--- config.mk ---
export PLATFORM = sky130hd
export DESIGN_NAME = glb_addr_gen
export DESIGN_NICKNAME = d
export VERILOG_FILES = /design/src/rtl/glb_pkg.sv /design/src/rtl/glb_addr_gen.sv
export SDC_FILE = /design/constraint.sdc
export NUM_CORES = 1
export LEC_CHECK = 0
export ABC_AREA = 1
export BUFFER_PORTS_ARGS = -buffer_cell sky130_fd_sc_hd__buf_2
export CAP_MARGIN = 10
export CORE_ASPECT_RATIO = 1.5
export CORE_MARGIN = 2
export CORE_UTILIZATION = 45
export CTS_CLUSTER_SIZE = 14
export DETAILED_ROUTE_END_ITERATION = 12
export HOLD_SLACK_MARGIN = 0.12
export SETUP_SLACK_MARGIN = 0.3
export SLEW_MARGIN = 20
export SYNTH_ARGS = -nofsm -noshare
export SYNTH_HDL_FRONTEND = slang
export SYNTH_SLANG_ARGS = --single-unit
--- constraint.sdc ---
create_clock -name i_clk -period 3.3 [get_ports i_clk]
set_clock_uncertainty 0.1 [all_clocks]
set_input_delay 0.66 -clock i_clk [delete_from_list [all_inputs] [get_ports i_clk]]
set_output_delay 0.66 -clock i_clk [all_outputs]
set_load 0.005 [all_outputs]
--- src/rtl/glb_pkg.sv ---
// Shared GLB definitions: data-type codes, sequencer state encoding
// and the clogb2 width helper used by the decoder, movers and address generator.
package glb_pkg;

    localparam logic [1:0] DT_IFMAP = 2'd1;
    localparam logic [1:0] DT_PSUM  = 2'd2;
    localparam logic [1:0] DT_WGHT  = 2'd3;

    typedef enum logic [1:0] {
        ST_IDLE = 2'd0,
        ST_RUN  = 2'd1,
        ST_DONE = 2'd2
    } state_t;

    // Bits needed to hold values 0..n-1.
    function automatic int clogb2(input int n);
        int r;
        int v;
        r = 0;
        v = n - 1;
        while (v > 0) begin
            r = r + 1;
            v = v >> 1;
        end
        return r;
    endfunction

endpackage

--- src/rtl/glb_addr_gen.sv ---
// GLB address sequencer: walks a rows x row_len region with a row stride and
// issues one tagged logical address per valid/ready handshake to the decoder.
// Ports:
//   i_clk, i_rst (sync, active-high), i_start, i_abort
//   i_data_type, i_base, i_row_len, i_row_cnt, i_row_stride : region config
//   i_ready : downstream accept
//   o_valid, o_addr, o_data_type, o_last : address beat
//   o_busy (RUN/DONE), o_done (1-cycle pulse), o_oob (sticky out-of-range)
module glb_addr_gen
    import glb_pkg::*;
#(
    parameter  int BANK_NUM   = 27,
    parameter  int BANK_DEPTH = 512,
    localparam int ADDR_W     = clogb2(BANK_NUM * BANK_DEPTH)
) (
    input  logic              i_clk,
    input  logic              i_rst,
    input  logic              i_start,
    input  logic              i_abort,
    input  logic [1:0]        i_data_type,
    input  logic [ADDR_W-1:0] i_base,
    input  logic [ADDR_W-1:0] i_row_len,
    input  logic [ADDR_W-1:0] i_row_cnt,
    input  logic [ADDR_W-1:0] i_row_stride,
    input  logic              i_ready,
    output logic              o_valid,
    output logic [ADDR_W-1:0] o_addr,
    output logic [1:0]        o_data_type,
    output logic              o_last,
    output logic              o_busy,
    output logic              o_done,
    output logic              o_oob
);

    localparam int unsigned       WORDS    = BANK_NUM * BANK_DEPTH;
    localparam logic [ADDR_W-1:0] MAX_ADDR = ADDR_W'(WORDS - 1);
    localparam logic [ADDR_W-1:0] ONE      = ADDR_W'(1);

    state_t state;
    state_t state_nx;

    logic [ADDR_W-1:0] len_q;
    logic [ADDR_W-1:0] cnt_q;
    logic [ADDR_W-1:0] stride_q;
    logic [ADDR_W-1:0] col;
    logic [ADDR_W-1:0] row;
    logic [ADDR_W-1:0] row_start;

    logic start_ok;
    logic zero_size;
    logic col_end;
    logic row_end;
    logic fire;

    // Abort outranks start, so a coincident start is never accepted.
    assign start_ok  = (state == ST_IDLE) && i_start && !i_abort;
    assign zero_size = (i_row_len == '0) || (i_row_cnt == '0);
    assign col_end   = (col == len_q - ONE);
    assign row_end   = (row == cnt_q - ONE);
    assign fire      = o_valid && i_ready;

    always_ff @(posedge i_clk) begin
        if (i_rst) begin
            state <= ST_IDLE;
        end else begin
            state <= state_nx;
        end
    end

    always_comb begin
        state_nx = state;
        o_valid  = 1'b0;
        o_busy   = 1'b0;
        o_done   = 1'b0;
        o_last   = 1'b0;
        o_addr   = row_start + col;
        unique case (state)
            ST_IDLE: begin
                if (start_ok) begin
                    state_nx = zero_size ? ST_DONE : ST_RUN;
                end
            end
            ST_RUN: begin
                o_valid = 1'b1;
                o_busy  = 1'b1;
                o_last  = col_end && row_end;
                if (i_abort) begin
                    state_nx = ST_IDLE;
                end else if (fire && col_end && row_end) begin
                    state_nx = ST_DONE;
                end
            end
            ST_DONE: begin
                o_busy   = 1'b1;
                o_done   = 1'b1;
                state_nx = ST_IDLE;
            end
            default: begin
                state_nx = ST_IDLE;
            end
        endcase
    end

    always_ff @(posedge i_clk) begin
        if (i_rst) begin
            len_q       <= '0;
            cnt_q       <= '0;
            stride_q    <= '0;
            col         <= '0;
            row         <= '0;
            row_start   <= '0;
            o_data_type <= '0;
            o_oob       <= 1'b0;
        end else if (start_ok) begin
            len_q       <= i_row_len;
            cnt_q       <= i_row_cnt;
            stride_q    <= i_row_stride;
            col         <= '0;
            row         <= '0;
            row_start   <= i_base;
            o_data_type <= i_data_type;
            o_oob       <= 1'b0;
        end else if (fire && !i_abort) begin
            // The address is still issued; the flag only records it.
            if (o_addr > MAX_ADDR) begin
                o_oob <= 1'b1;
            end
            if (col_end) begin
                col       <= '0;
                row       <= row + ONE;
                row_start <= row_start + stride_q;
            end else begin
                col <= col + ONE;
            end
        end
    end

endmodule

Word level (Yosys, flattened, before mapping)
Index checks and enable logic that the tools add are counted.
{"block": "word_totals", "inputBits": 63, "regBits": 89, "elab_cells": 55, "out_inout_bits": 21}
{"block": "classes", "n_lt_le_gt_ge": 1, "eq_ne": 6, "mux": 13, "addsub": 6, "reduce_logical": 20}
{"op": "2-to-1 mux 14 bit", "count": 4}
{"op": "adder 14 x 1 -> 14 bit (second input constant)", "count": 2}
{"op": "adder 14 bit", "count": 2}
{"op": "== test 14 bit", "count": 2}
{"op": "logical NOT 14 bit", "count": 2}
{"op": "subtractor 14 x 1 -> 14 bit (second input constant)", "count": 2}
{"op": "greater-than comparator 14 bit (second input constant)", "count": 1}
{"op": "2-to-1 mux 2 bit", "count": 4}
{"op": "AND reduction 2 bit", "count": 4}
{"op": "logical AND 1 bit", "count": 7}
{"op": "2-to-1 mux 1 bit", "count": 4}
{"op": "case mux 2 bit (2 select lines)", "count": 1}
{"op": "nonzero test 2 bit", "count": 2}
{"op": "OR reduction 2 bit", "count": 2}
{"op": "inequality test 3 bit (second input constant)", "count": 1}
{"op": "== test 2 x 1 -> 1 bit (second input constant)", "count": 1}
{"op": "== test 2 bit (second input constant)", "count": 1}
{"op": "logical NOT 2 bit", "count": 1}
{"op": "inequality test 2 bit (second input constant)", "count": 1}
{"op": "logical NOT 1 bit", "count": 1}
{"op": "logical OR 1 bit", "count": 1}

Longest topological paths before layout
Gate-level depths: netlist (run 1).
{"block": "logic_depth", "depth_word": 8, "mapped_depth": 16, "mapped_depth_nobuf": 16}

Worst setup path after synthesis (run 1)
Ideal clock, no wire load.
{"block": "synth_timing", "kind": "reg2out", "start": "reg col[3]", "end": "out o_addr[12]", "path_buffers": 0, "t_required_ns": 2.540, "path_stages_with_launch": 13, "arrival_ns": 1.695, "setup_slack_ns": 0.845, "path_cell_list": "dfxtp_1 -> ha_1 -> inv_1 -> o21bai_1 -> nand3_1 -> nand2_1 -> a21oi_1 -> o21ai_0 -> nand2_1 -> nand2_1 -> nand2_1 -> nand2_1 -> inv_1"}
{"block": "synth_via", "elab_chain_cells": 1}
{"element": "start: declaration", "line_no": "glb_addr_gen.sv:45", "rtl": "logic [ADDR_W-1:0] col;"}
{"element": "start signal: assignment", "line_no": "glb_addr_gen.sv:133", "rtl": "col <= col + ONE;"}
{"element": "adder 14 bit", "line_no": "glb_addr_gen.sv:76", "rtl": "o_addr = row_start + col;"}
{"element": "end: declaration", "line_no": "glb_addr_gen.sv:27", "rtl": "output logic [ADDR_W-1:0] o_addr,"}
No other way between the ends.

Worst setup path after layout (run 1)
{"block": "layout_timing", "start": "reg cnt_q[0]", "end": "out o_last"}
{"block": "layout_via", "elab_chain_cells": 4}
{"element": "start: declaration", "line_no": "glb_addr_gen.sv:43", "rtl": "logic [ADDR_W-1:0] cnt_q;"}
{"element": "start signal: assignment", "line_no": "glb_addr_gen.sv:116", "rtl": "cnt_q <= i_row_cnt;"}
{"element": "subtractor 14 x 1 -> 14 bit", "line_no": "glb_addr_gen.sv:59", "rtl": "assign row_end = (row == cnt_q - ONE);"}
{"element": "== test 14 bit", "line_no": "glb_addr_gen.sv:59"}
{"element": "logical AND 1 bit", "line_no": "glb_addr_gen.sv:86", "rtl": "o_last = col_end && row_end;"}
{"element": "2-to-1 mux 1 bit", "line_no": "glb_addr_gen.sv:77", "rtl": "unique case (state)"}
{"element": "end: declaration", "line_no": "glb_addr_gen.sv:29", "rtl": "output logic o_last,"}
No other way between the ends.

==> flow_metrics.py, run 1 <==
metrics = {
    "yosys": {
        "ys_seq_elements": 89,
        "yosys-top-cells-count": "nand2_1, nor2_1, inv_1",
        "synth_fp_nets": 1080,
        "synthMuxAreaShare_pct": 0,
        "synth_cell_types": 40,
        "synthTopCellsByArea": "dfxtp_1, nand2_1, nor2_1",
        "syn_avg_cell_area_sq_um": 6.41,
        "synth_top_family_by_area": "simple AND/OR/NAND/NOR gates",
        "synth_async_sr_flop_share_pct": 0,
        "yosysWarnings": 0,
        "synth_area_leader_cell": "dfxtp_1",
        "synth_xor_area_share_pct": 8.29,
        "synth_edf_count": 0,
        "synth-compound-area-share_pct": 12.8,
        "netlist_area_sq_um": 6290,
        "synth-simple-area-share_pct": 35.8,
        "synth_most_common_cell": "nand2_1",
        "synth.yosys.seq_area_share_pct": 28.3,
        "synth_top_area_share_pct": 28.3,
        "synthAdderAreaFrac_pct": 7.20,
        "synthFlopType": "dfxtp_1",
        "postSynthCellCount": 982,
    },
    "timing": {
        "finalSetupViolCount": 0,
        "fmax_mhz": 335,
        "period_minus_slack_ps": 2980,
        "tns_ps": 0,
        "relSlewSlack_pct": 49.3,
        "rsz0062_at_grt": "yes",
        "worst_pin_slew_ps": 760,
        "period_share_pct": 90.4,
        "finalHoldViolations": 0,
        "holdWs_ps": 359,
        "drv_slew": 0,
    },
    "die": {
        "die_w_um": 101,
        "placementRows": 52,
        "ios": 84,
        "core-area_sq_um": 13600,
        "dieArea_sq_um": 15000,
        "start_util_pct": 46.3,
        "die_y_um": 149,
    },
    "power": {
        "powerDensity_nw_per_um2": 578,
        "power.leakage_nw": 3.46,
        "intPower_w": 0.00253,
        "p_sw_w": 0.00176,
        "swShare_pct": 41.0,
        "clock_power_share_pct": 24.1,
        "comb_power_share_pct": 44.0,
        "peakVddDrop_v": 0.000338,
        "seqPwrFrac_pct": 31.9,
    },
    "worst_hold_path": {
        "min_to": "o_oob",
        "hp-class": "reg -> reg",
        "min_from": "o_oob",
        "hold_path_depth": 2,
    },
    "placement": {
        "globalplace.congestion": 0.883,
        "hpwlAfterDp_mm": 13.7,
        "placed_cell_area_sq_um": 6850,
        "io_buffers": 83,
        "dp_cells": 1208,
    },
    "grt": {
        "antenna_found_initial": 0,
        "grt_pass1_wl_mm": 29.0,
        "grt_max_degree": 83,
        "grt_overflow": 0,
        "grt_usage_pct": 24.3,
        "grt_pass1_vias": 6060,
    },
    "setup_path": {
        "cp.arrival_ps": 2220,
        "r2r_end": "row_start[10]",
        "r2r_slack_ps": 640,
        "path_max_fanout": 4,
        "startpoint_type": "flip-flop",
        "end_kind": "output port",
        "ff2ff_path_depth": 12,
        "critPathKind": "reg -> out",
        "r2r_start": "row_start[1]",
        "cp.required_ps": 2540,
    },
    "cts": {
        "cts_tree": "built",
        "cts-root-buf": "clkbuf_16",
        "clk_latency_ps": 350,
        "clkSlewWorstSetupHoldPaths_ps": 70,
        "cts_hold_repair.buffers": 0,
        "cts_max_level": 3,
        "cts-buffers-inserted": 9,
        "cts_buffer_depth": 2,
        "cts.sinks": 89,
    },
    "route": {
        "first_iter_violations": 265,
        "detail_route.wl_per_cell_um": 14.5,
        "routed_wl_mm": 17.9,
        "dr.pass1.iters": 5,
        "drc": 0,
        "postRouteAntennaNets": 0,
        "vias": 6461,
        "via_per_inst": 5.23,
    },
    "final_layout": {
        "final_cells": 1235,
        "diodes": 0,
        "area_delta_synth_final_pct": 17.9,
        "fin_area_sq_um": 7420,
        "fin_nets": 1166,
        "drive_gt1_share_pct": 17.0,
        "num-fill-cells": 1381,
    },
    "run_status": {
        "status": "complete, no violations",
    },
    "job": {
        "cap_violations": 0,
    },
}
-- logic make-up (layout without fill, tap and decap cells) --
logic type               count (synthesis)  count (layout)
flip-flops                              89              89
adder cells (fa/ha/maj)                 35              35
buffers and inverters                  123             214
AND/OR/NAND/NOR                        524             524
XOR/XNOR                                58              58
AO/OA/AOI/OAI                          153             153
-- critical path, stage by stage, from the launching register on --
cell     delay (ps)
dfxtp_2         340
inv_2            60
ha_4            170
buf_4           130
xor2_1          130
nand2_1          80
nand2_1          70
nor3b_2         150
nand4_1         120
nor2_1          130
nand4_1         160
nor3_2          200
buf_2           140
-- through the flow --
step	utilization (%)	worst slack, ps	power, W
after floorplan	-	845	0.00267
after global placement	50.4	516	0.00311
after detailed placement	50.4	482	0.00312
after CTS	53.6	284	0.00424
after global routing	54.6	144	0.00464
final	54.6	316	0.00429
-- per-layer routing --
layer	wire length, um	global-route usage [%]	share of wire [%]
met1	7870	30.1	44
met2	8850	42.2	49
met4	488	8.42	2.7
met5	0	0	0
met3	717	4.22	4.0
-- how the worst max path moves through the flow --
stage	startpoint	endpoint
floorplan	col[3]	o_addr[12]
global placement	cnt_q[0]	o_last
detailed placement	len_q[0]	o_last
CTS	len_q[0]	o_last
global route	cnt_q[0]	o_last
finish	cnt_q[0]	o_last
-- power by group through the flow --
stage,sequential [W],clock [W],combinational [W]
final,0.00137,0.00103,0.00189
after global routing,0.00138,0.00109,0.00216
after CTS,0.00136,0.00105,0.00183
after detailed placement,0.00138,0,0.00174
after global placement,0.00138,0,0.00174
after floorplan,0.00132,0,0.00134
-- what timing repair did --
item	CTS	global route
pin swaps	13	10
resized for setup	27	33
buffers inserted	9	2
gates cloned	0	0
setup endpoints to repair	6	6
-- flip-flops by register name, indices dropped and copies added, names as in the netlist --
signal	count
stride_q	14
state	2
cnt_q	14
col	14
row	14
len_q	14
o_oob	1
row_start	14
o_data_type	2
-- cells in the final DEF (no fill, tap or decap), types with 15 or more instances in the layout --
cell     instances
xnor2_1         16
ha_1            26
inv_1           90
o21ai_0         68
buf_4           17
a21oi_1         60
nand4_1         18
nor3_1          15
nand3_1         56
dfxtp_1         76
xor2_1          39
buf_2           83
nor2_1         153
nand2_1        230
-- cell type report --
type	instances	area [sq um]	share of cell area [%]
multi-input combinational	770	4220	56.8
sequential	89	1800	24.2
timing repair buffer	100	543	7.32
inverter	98	370	4.99
clock buffer	11	233	3.14
tap	162	203	2.73
clock inverter	5	56.3	0.759
Power figures use the tool's default switching activity.
==> inputs of run 2 (changes only) <==
--- a/config.mk
+++ b/config.mk
@@ -7,7 +7,7 @@
 export LEC_CHECK = 0
 export ABC_AREA = 1
 export BUFFER_PORTS_ARGS = -buffer_cell sky130_fd_sc_hd__buf_2
-export CAP_MARGIN = 10
+export CAP_MARGIN = 25
 export CORE_ASPECT_RATIO = 1.5
 export CORE_MARGIN = 2
 export CORE_UTILIZATION = 45
==> constraint.sdc (replaced) <==
create_clock -name i_clk -period 2.8 [get_ports i_clk]
set_clock_uncertainty 0.1 [all_clocks]
set_input_delay 0.56 -clock i_clk [delete_from_list [all_inputs] [get_ports i_clk]]
set_output_delay 0.56 -clock i_clk [all_outputs]
set_load 0.005 [all_outputs]
==> run 2 against run 1 <==
Against the previous run:
- the run now ends with negative setup slack left
- utilization increased by 3.8 points
- via count increased by 2.2%
- die area unchanged
- worst setup slack got worse by 370 ps
- cell count increased by 2.0%
- combinational power increased by 26%
- routed wire length increased by 3.9%
- global-route usage increased by 0.84 points
- first-iteration DRC count decreased by 0.38%
- critical path type unchanged
- critical endpoint unchanged
- largest power group unchanged
==> flow_metrics.py, run 2 (synthesized netlist as in run 1, its figures left out) <==
metrics = {
    "setup_path": {
        "end_kind": "output port",
        "startpoint_type": "flip-flop",
        "path_common_cell": "nor2_1",
        "path_max_fanout": 4,
        "cp_cell_sequence": "inv_2 > ha_4 > nand3_1 > nor2_1 > nand2_1 > xor2_1 > o21ai_0 > nor2_1 > nand4_1 > nor3_2 > buf_2",
        "critPathKind": "reg -> out",
        "worst_path_largest_cell_delay_ps": 330,
        "cp.required_ps": 2140,
        "cp.arrival_ps": 2190,
        "cpMaxStageDelayCell": "dfxtp_2",
    },
    "grt": {
        "grt_overflow": 0,
        "grt_max_degree": 83,
        "grt_pass1_vias": 6310,
        "grt_usage_pct": 25.2,
        "antenna_found_initial": 0,
        "grt_pass1_wl_mm": 29.9,
    },
    "final_layout": {
        "mostFrequentLayoutCells": "nand2_1, nor2_1, inv_1",
        "fin_area_sq_um": 7940,
        "drive_gt1_share_pct": 24.0,
        "final_cells": 1260,
        "final_common_cell": "nand2_1",
        "num-fill-cells": 1376,
        "fin_nets": 1192,
        "diodes": 0,
        "area_delta_synth_final_pct": 26.2,
    },
    "power": {
        "p_total_w": 0.00515,
        "intPower_w": 0.00301,
        "seqPwrFrac_pct": 31.5,
        "p_sw_w": 0.00214,
        "power.leakage_nw": 3.64,
        "peakVddDrop_v": 0.000295,
        "swShare_pct": 41.6,
        "clock_power_share_pct": 22.2,
        "comb_power_share_pct": 46.3,
        "powerDensity_nw_per_um2": 649,
    },
    "placement": {
        "placed_cell_area_sq_um": 6980,
        "dp_cells": 1223,
        "globalplace.congestion": 0.889,
        "io_buffers": 83,
        "hpwlAfterDp_mm": 13.9,
    },
    "cts": {
        "cts-root-buf": "clkbuf_16",
        "cts_hold_repair.buffers": 0,
        "cts_tree": "built",
        "cts.sinks": 89,
        "clkSlewWorstSetupHoldPaths_ps": 70,
        "cts_max_level": 3,
        "cts_buffer_depth": 2,
        "clk_latency_ps": 340,
        "cts-buffers-inserted": 9,
    },
    "timing": {
        "finalSetupViolCount": 1,
        "period_minus_slack_ps": 2850,
        "relSlewSlack_pct": 56.2,
        "rsz0062_at_grt": "yes",
        "period_share_pct": 102,
        "worst_pin_slew_ps": 656,
        "drv_slew": 0,
        "finalHoldViolations": 0,
        "fin_ws_ps": -50.0,
        "fmax_mhz": 351,
    },
    "worst_hold_path": {
        "hp-class": "reg -> reg",
    },
    "die": {
        "core-area_sq_um": 13600,
        "die_w_um": 101,
        "start_util_pct": 46.3,
        "placementRows": 52,
        "ios": 84,
        "die_y_um": 149,
        "dieArea_sq_um": 15000,
    },
    "route": {
        "vias": 6601,
        "drc": 0,
        "via_per_inst": 5.24,
        "detail_route.wl_per_cell_um": 14.8,
        "dr.pass1.iters": 5,
        "routed_wl_mm": 18.6,
        "first_iter_violations": 264,
        "postRouteAntennaNets": 0,
    },
    "job": {
        "cap_violations": 0,
    },
    "run_status": {
        "status": "finished with violations",
        "violations": "negative setup slack",
    },
}
==> run 2: cell count changes in the layout (fill, tap and decap cells not counted), moves of 4 or more <==
| cell | delta |
|---|---|
| dfxtp_1 | -15 |
| nor2_1 | -6 |
| buf_6 | +7 |
| nand2_1 | -11 |
| ha_4 | +5 |
| dfxtp_4 | +9 |
| buf_4 | +19 |
| a21oi_1 | -4 |
| dfxtp_2 | +6 |
| nand2_2 | +9 |
| ha_1 | -6 |
==> run 2: routing by layer <==
layer / vias to the layer above / GRT usage, % / wire (um)
met5: - / 0 / 0
met4: 0 / 9.32 / 658
met3: 38 / 3.42 / 706
met2: 162 / 44.8 / 9210
met1: 2987 / 30.5 / 8050
li1: 3414 / - / -
==> run 2: what timing repair did <==
action,CTS,global route
pin swaps,25,34
buffers inserted,14,8
gates resized for setup,72,74
endpoints found under the setup margin,14,42
==> run 2: area by class of cell <==
cell class / instances / area (sq um) / share of cell area (%)
Multi-Input combinational cell: 770 / 4480 / 56.3
Sequential cell: 89 / 1840 / 23.2
Timing Repair Buffer: 126 / 779 / 9.81
Inverter: 98 / 374 / 4.71
Clock buffer: 11 / 243 / 3.06
Tap cell: 162 / 203 / 2.55
Clock inverter: 4 / 28.8 / 0.362
==> run 2: path summary, 6_finish.rpt <==
kind,cells after the start,startpoint,slack (ps),end
setup / recovery,11,cnt_q[0],-50,o_last
hold / removal,2,o_oob,350,o_oob
setup reg to reg,13,row_start[0],470,row_start[8]
hold reg to reg,2,o_oob,350,o_oob
==> run 2: critical path: cells and delay by family (launching register included) <==
kind            cells  cell delay (ps)
simple gates        6              860
flops               1              330
buf+inv             2              220
xor+xnor            1              180
fa+ha+maj           1              160
compound gates      1              110
==> run 2: power groups by stage <==
stage          combinational (W)  sequential [W]  clock (W)
2_1_floorplan            0.00158         0.00156          0
3_3_place_gp             0.00211         0.00162          0
3_5_place_dp             0.00211         0.00162          0
4_1_cts                  0.00223         0.00161    0.00117
5_1_grt                  0.00271         0.00165    0.00122
6_report                 0.00238         0.00163    0.00114
==> run 2: through the flow <==
stage | hold WS (ps) | setup TNS [ps] | setup slack [ps] | util (%)
final | 352 | -50.0 | -50.0 | 58.4
after global routing | 382 | -280 | -280 | 58.4
after CTS | 357 | -107 | -107 | 56.0
after detailed placement | 346 | 0 | 117 | 51.3
after global placement | 347 | 0 | 130 | 51.3
after floorplan | 347 | 0 | 445 | -
==> inputs of run 3 (changes only) <==
--- a/config.mk
+++ b/config.mk
@@ -5,15 +5,16 @@
 export SDC_FILE = /design/constraint.sdc
 export NUM_CORES = 1
 export LEC_CHECK = 0
-export ABC_AREA = 1
 export BUFFER_PORTS_ARGS = -buffer_cell sky130_fd_sc_hd__buf_2
 export CAP_MARGIN = 25
 export CORE_ASPECT_RATIO = 1.5
 export CORE_MARGIN = 2
 export CORE_UTILIZATION = 45
+export CTS_BUF_LIST = sky130_fd_sc_hd__clkbuf_8
 export CTS_CLUSTER_SIZE = 14
 export DETAILED_ROUTE_END_ITERATION = 12
 export HOLD_SLACK_MARGIN = 0.12
+export PLACE_DENSITY = 0.65
 export SETUP_SLACK_MARGIN = 0.3
 export SLEW_MARGIN = 20
 export SYNTH_ARGS = -nofsm -noshare
==> run 3 against run 2 <==
Against the previous run:
- the flow still finishes with violations (negative setup slack)
- flip-flop and latch count stayed put
- hold slack worse by 35 ps
- cell area is 6.3% higher
- maximum frequency is 20% lower
- worst setup slack worse by 710 ps
- critical path depth is 1 lower
- utilization is 6.7 points higher
- critical path type unchanged
- highest routed layer unchanged
==> flow_metrics.py, run 3 <==
metrics = {
    "power": {
        "peakVddDrop_v": 0.000296,
        "powerDensity_nw_per_um2": 509,
        "p_total_w": 0.00429,
        "power.leakage_nw": 3.59,
    },
    "final_layout": {
        "drive_gt1_share_pct": 35.2,
        "area_delta_synth_final_pct": 42.4,
        "final_cells": 1112,
        "final_common_cell": "nand2_1",
        "num-fill-cells": 1093,
        "diodes": 0,
        "fin_nets": 1046,
        "multi_input_area_sq_um": 4570,
        "ff_latch_area_sq_um": 1800,
        "mostFrequentLayoutCells": "nand2_1, buf_4, buf_2",
    },
    "die": {
        "dieArea_sq_um": 14100,
        "start_util_pct": 45.8,
        "core-area_sq_um": 13000,
        "die_y_um": 145,
        "die_w_um": 97.7,
        "ios": 84,
        "placementRows": 51,
    },
    "timing": {
        "relSlewSlack_pct": 31.6,
        "worst_pin_slew_ps": 1020,
        "drv_slew": 0,
        "period_minus_slack_ps": 3560,
        "fmax_mhz": 281,
        "period_share_pct": 127,
        "finalHoldViolations": 0,
        "fin_ws_ps": -756,
        "tns_ps": -9880,
        "finalSetupViolCount": 52,
        "rsz0062_at_grt": "yes",
    },
    "placement": {
        "dp_cells": 1066,
        "place_ws_ps": -494,
        "hpwlAfterDp_mm": 14.1,
        "globalplace.congestion": 0.916,
        "io_buffers": 83,
    },
    "yosys": {
        "synth_area_leader_cell": "dfxtp_1",
        "synth_most_common_cell": "nand2_1",
        "synthFlopType": "dfxtp_1",
        "netlist_area_sq_um": 5930,
        "synthTopCellsByArea": "dfxtp_1, nand2_1, ha_1",
        "synth.yosys.seq_area_share_pct": 30.1,
        "postSynthCellCount": 771,
        "synth_top_area_share_pct": 30.1,
        "yosys-top-cells-count": "nand2_1, dfxtp_1, a21oi_1",
        "yosysWarnings": 0,
        "synth_cell_types": 62,
        "syn_avg_cell_area_sq_um": 7.69,
        "ys_seq_elements": 89,
        "synth_fp_nets": 869,
        "synth_async_sr_flop_share_pct": 0,
        "synth_edf_count": 0,
    },
    "worst_hold_path": {
        "hp-class": "in -> reg",
    },
    "cts": {
        "cts_max_level": 3,
        "cts-buffers-inserted": 9,
        "cts_tree": "built",
        "cts_hold_repair.buffers": 0,
        "clkSlewWorstSetupHoldPaths_ps": 100,
        "cts.sinks": 89,
        "cts-root-buf": "clkbuf_8",
        "cts_buffer_depth": 2,
        "clk_latency_ps": 370,
    },
    "grt": {
        "grt_usage_pct": 27.3,
        "antenna_found_initial": 0,
        "grt_max_degree": 65,
        "grt_pass1_vias": 6366,
        "grt_overflow": 0,
        "grt_pass1_wl_mm": 30.8,
    },
    "setup_path": {
        "path_max_fanout": 3,
        "cp.arrival_ps": 2900,
        "critPathKind": "reg -> out",
        "startpoint_type": "flip-flop",
        "cp.required_ps": 2140,
        "end_kind": "output port",
    },
    "run_status": {
        "violations": "negative setup slack",
        "status": "finished with violations",
    },
    "route": {
        "first_iter_violations": 317,
        "routed_wl_mm": 20.1,
        "detail_route.wl_per_cell_um": 18.1,
        "postRouteAntennaNets": 0,
        "dr.pass1.iters": 5,
        "via_per_inst": 5.78,
        "drc": 0,
        "vias": 6425,
    },
    "job": {
        "cap_violations": 0,
    },
}
run 3: cell families (layout without fill, tap and decap cells):
kind of cell             after synthesis  in the layout  share of synthesized area [%]
AO/OA/AOI/OAI                        174            174                           19.3
XOR/XNOR                              65             65                           9.61
adder cells (fa/ha/maj)               35             35                           7.64
buffers and inverters                 56            238                           3.61
flip-flops                            89             89                           30.1
multiplexers                          10             10                           1.77
AND/OR/NAND/NOR                      342            342                           28.0
run 3: metal layers:
layer | share of wire (%) | global-route usage, % | vias up
li1 | - | - | 3135
met1 | 37 | 28.6 | 3073
met2 | 55 | 53.6 | 159
met3 | 3.4 | 3.19 | 58
met4 | 4.3 | 13.0 | 0
met5 | 0 | 0 | -
run 3: critical path: stages, from the launching register on:
cell and delay (ps):
dfxtp_2 330, inv_2 70, ha_4 130, or4b_4 490, nor3b_4 230, mux2i_1 230
a32oi_2 80, or4_4 480, a2111oi_4 200, and2_4 200, buf_6 90
run 3: final cells by class:
cell class / count / area share, %
inverter: 15 / 0.667
tap: 159 / 2.36
multi-input combinational: 626 / 54.2
clock inverter: 7 / 0.667
clock buffer: 9 / 1.47
timing repair buffer: 207 / 19.3
sequential: 89 / 21.3
run 3: what timing repair did:
action	in CTS	in global routing
gates cloned	7	1
endpoints found under the setup margin	57	56
pin swaps	41	33
resized for setup	100	42
setup buffers	13	9
run 3: per-stage QoR:
stage	util [%]	hold slack, ps	area (sq um)
6_report	65.2	317	8440
2_1_floorplan	-	341	6010
3_3_place_gp	55.6	339	7200
5_1_grt	65.2	316	8440
4_1_cts	62.6	302	8110
3_5_place_dp	55.6	349	7200
run 3: path summary, 6_finish.rpt:
kind / slack [ps] / end / cells after the start / from
max reg2reg: -610 / row_start[13] / 12 / len_q[0]
min: 320 / o_data_type[1] / 3 / i_data_type[1]
max: -760 / o_last / 10 / len_q[0]
min reg2reg: 360 / o_data_type[0] / 2 / o_data_type[0]
run 3: where the power goes:
part           switching, W  internal (W)
clock              0.000511      0.000331
sequential         0.000140       0.00139
combinational      0.000990      0.000937
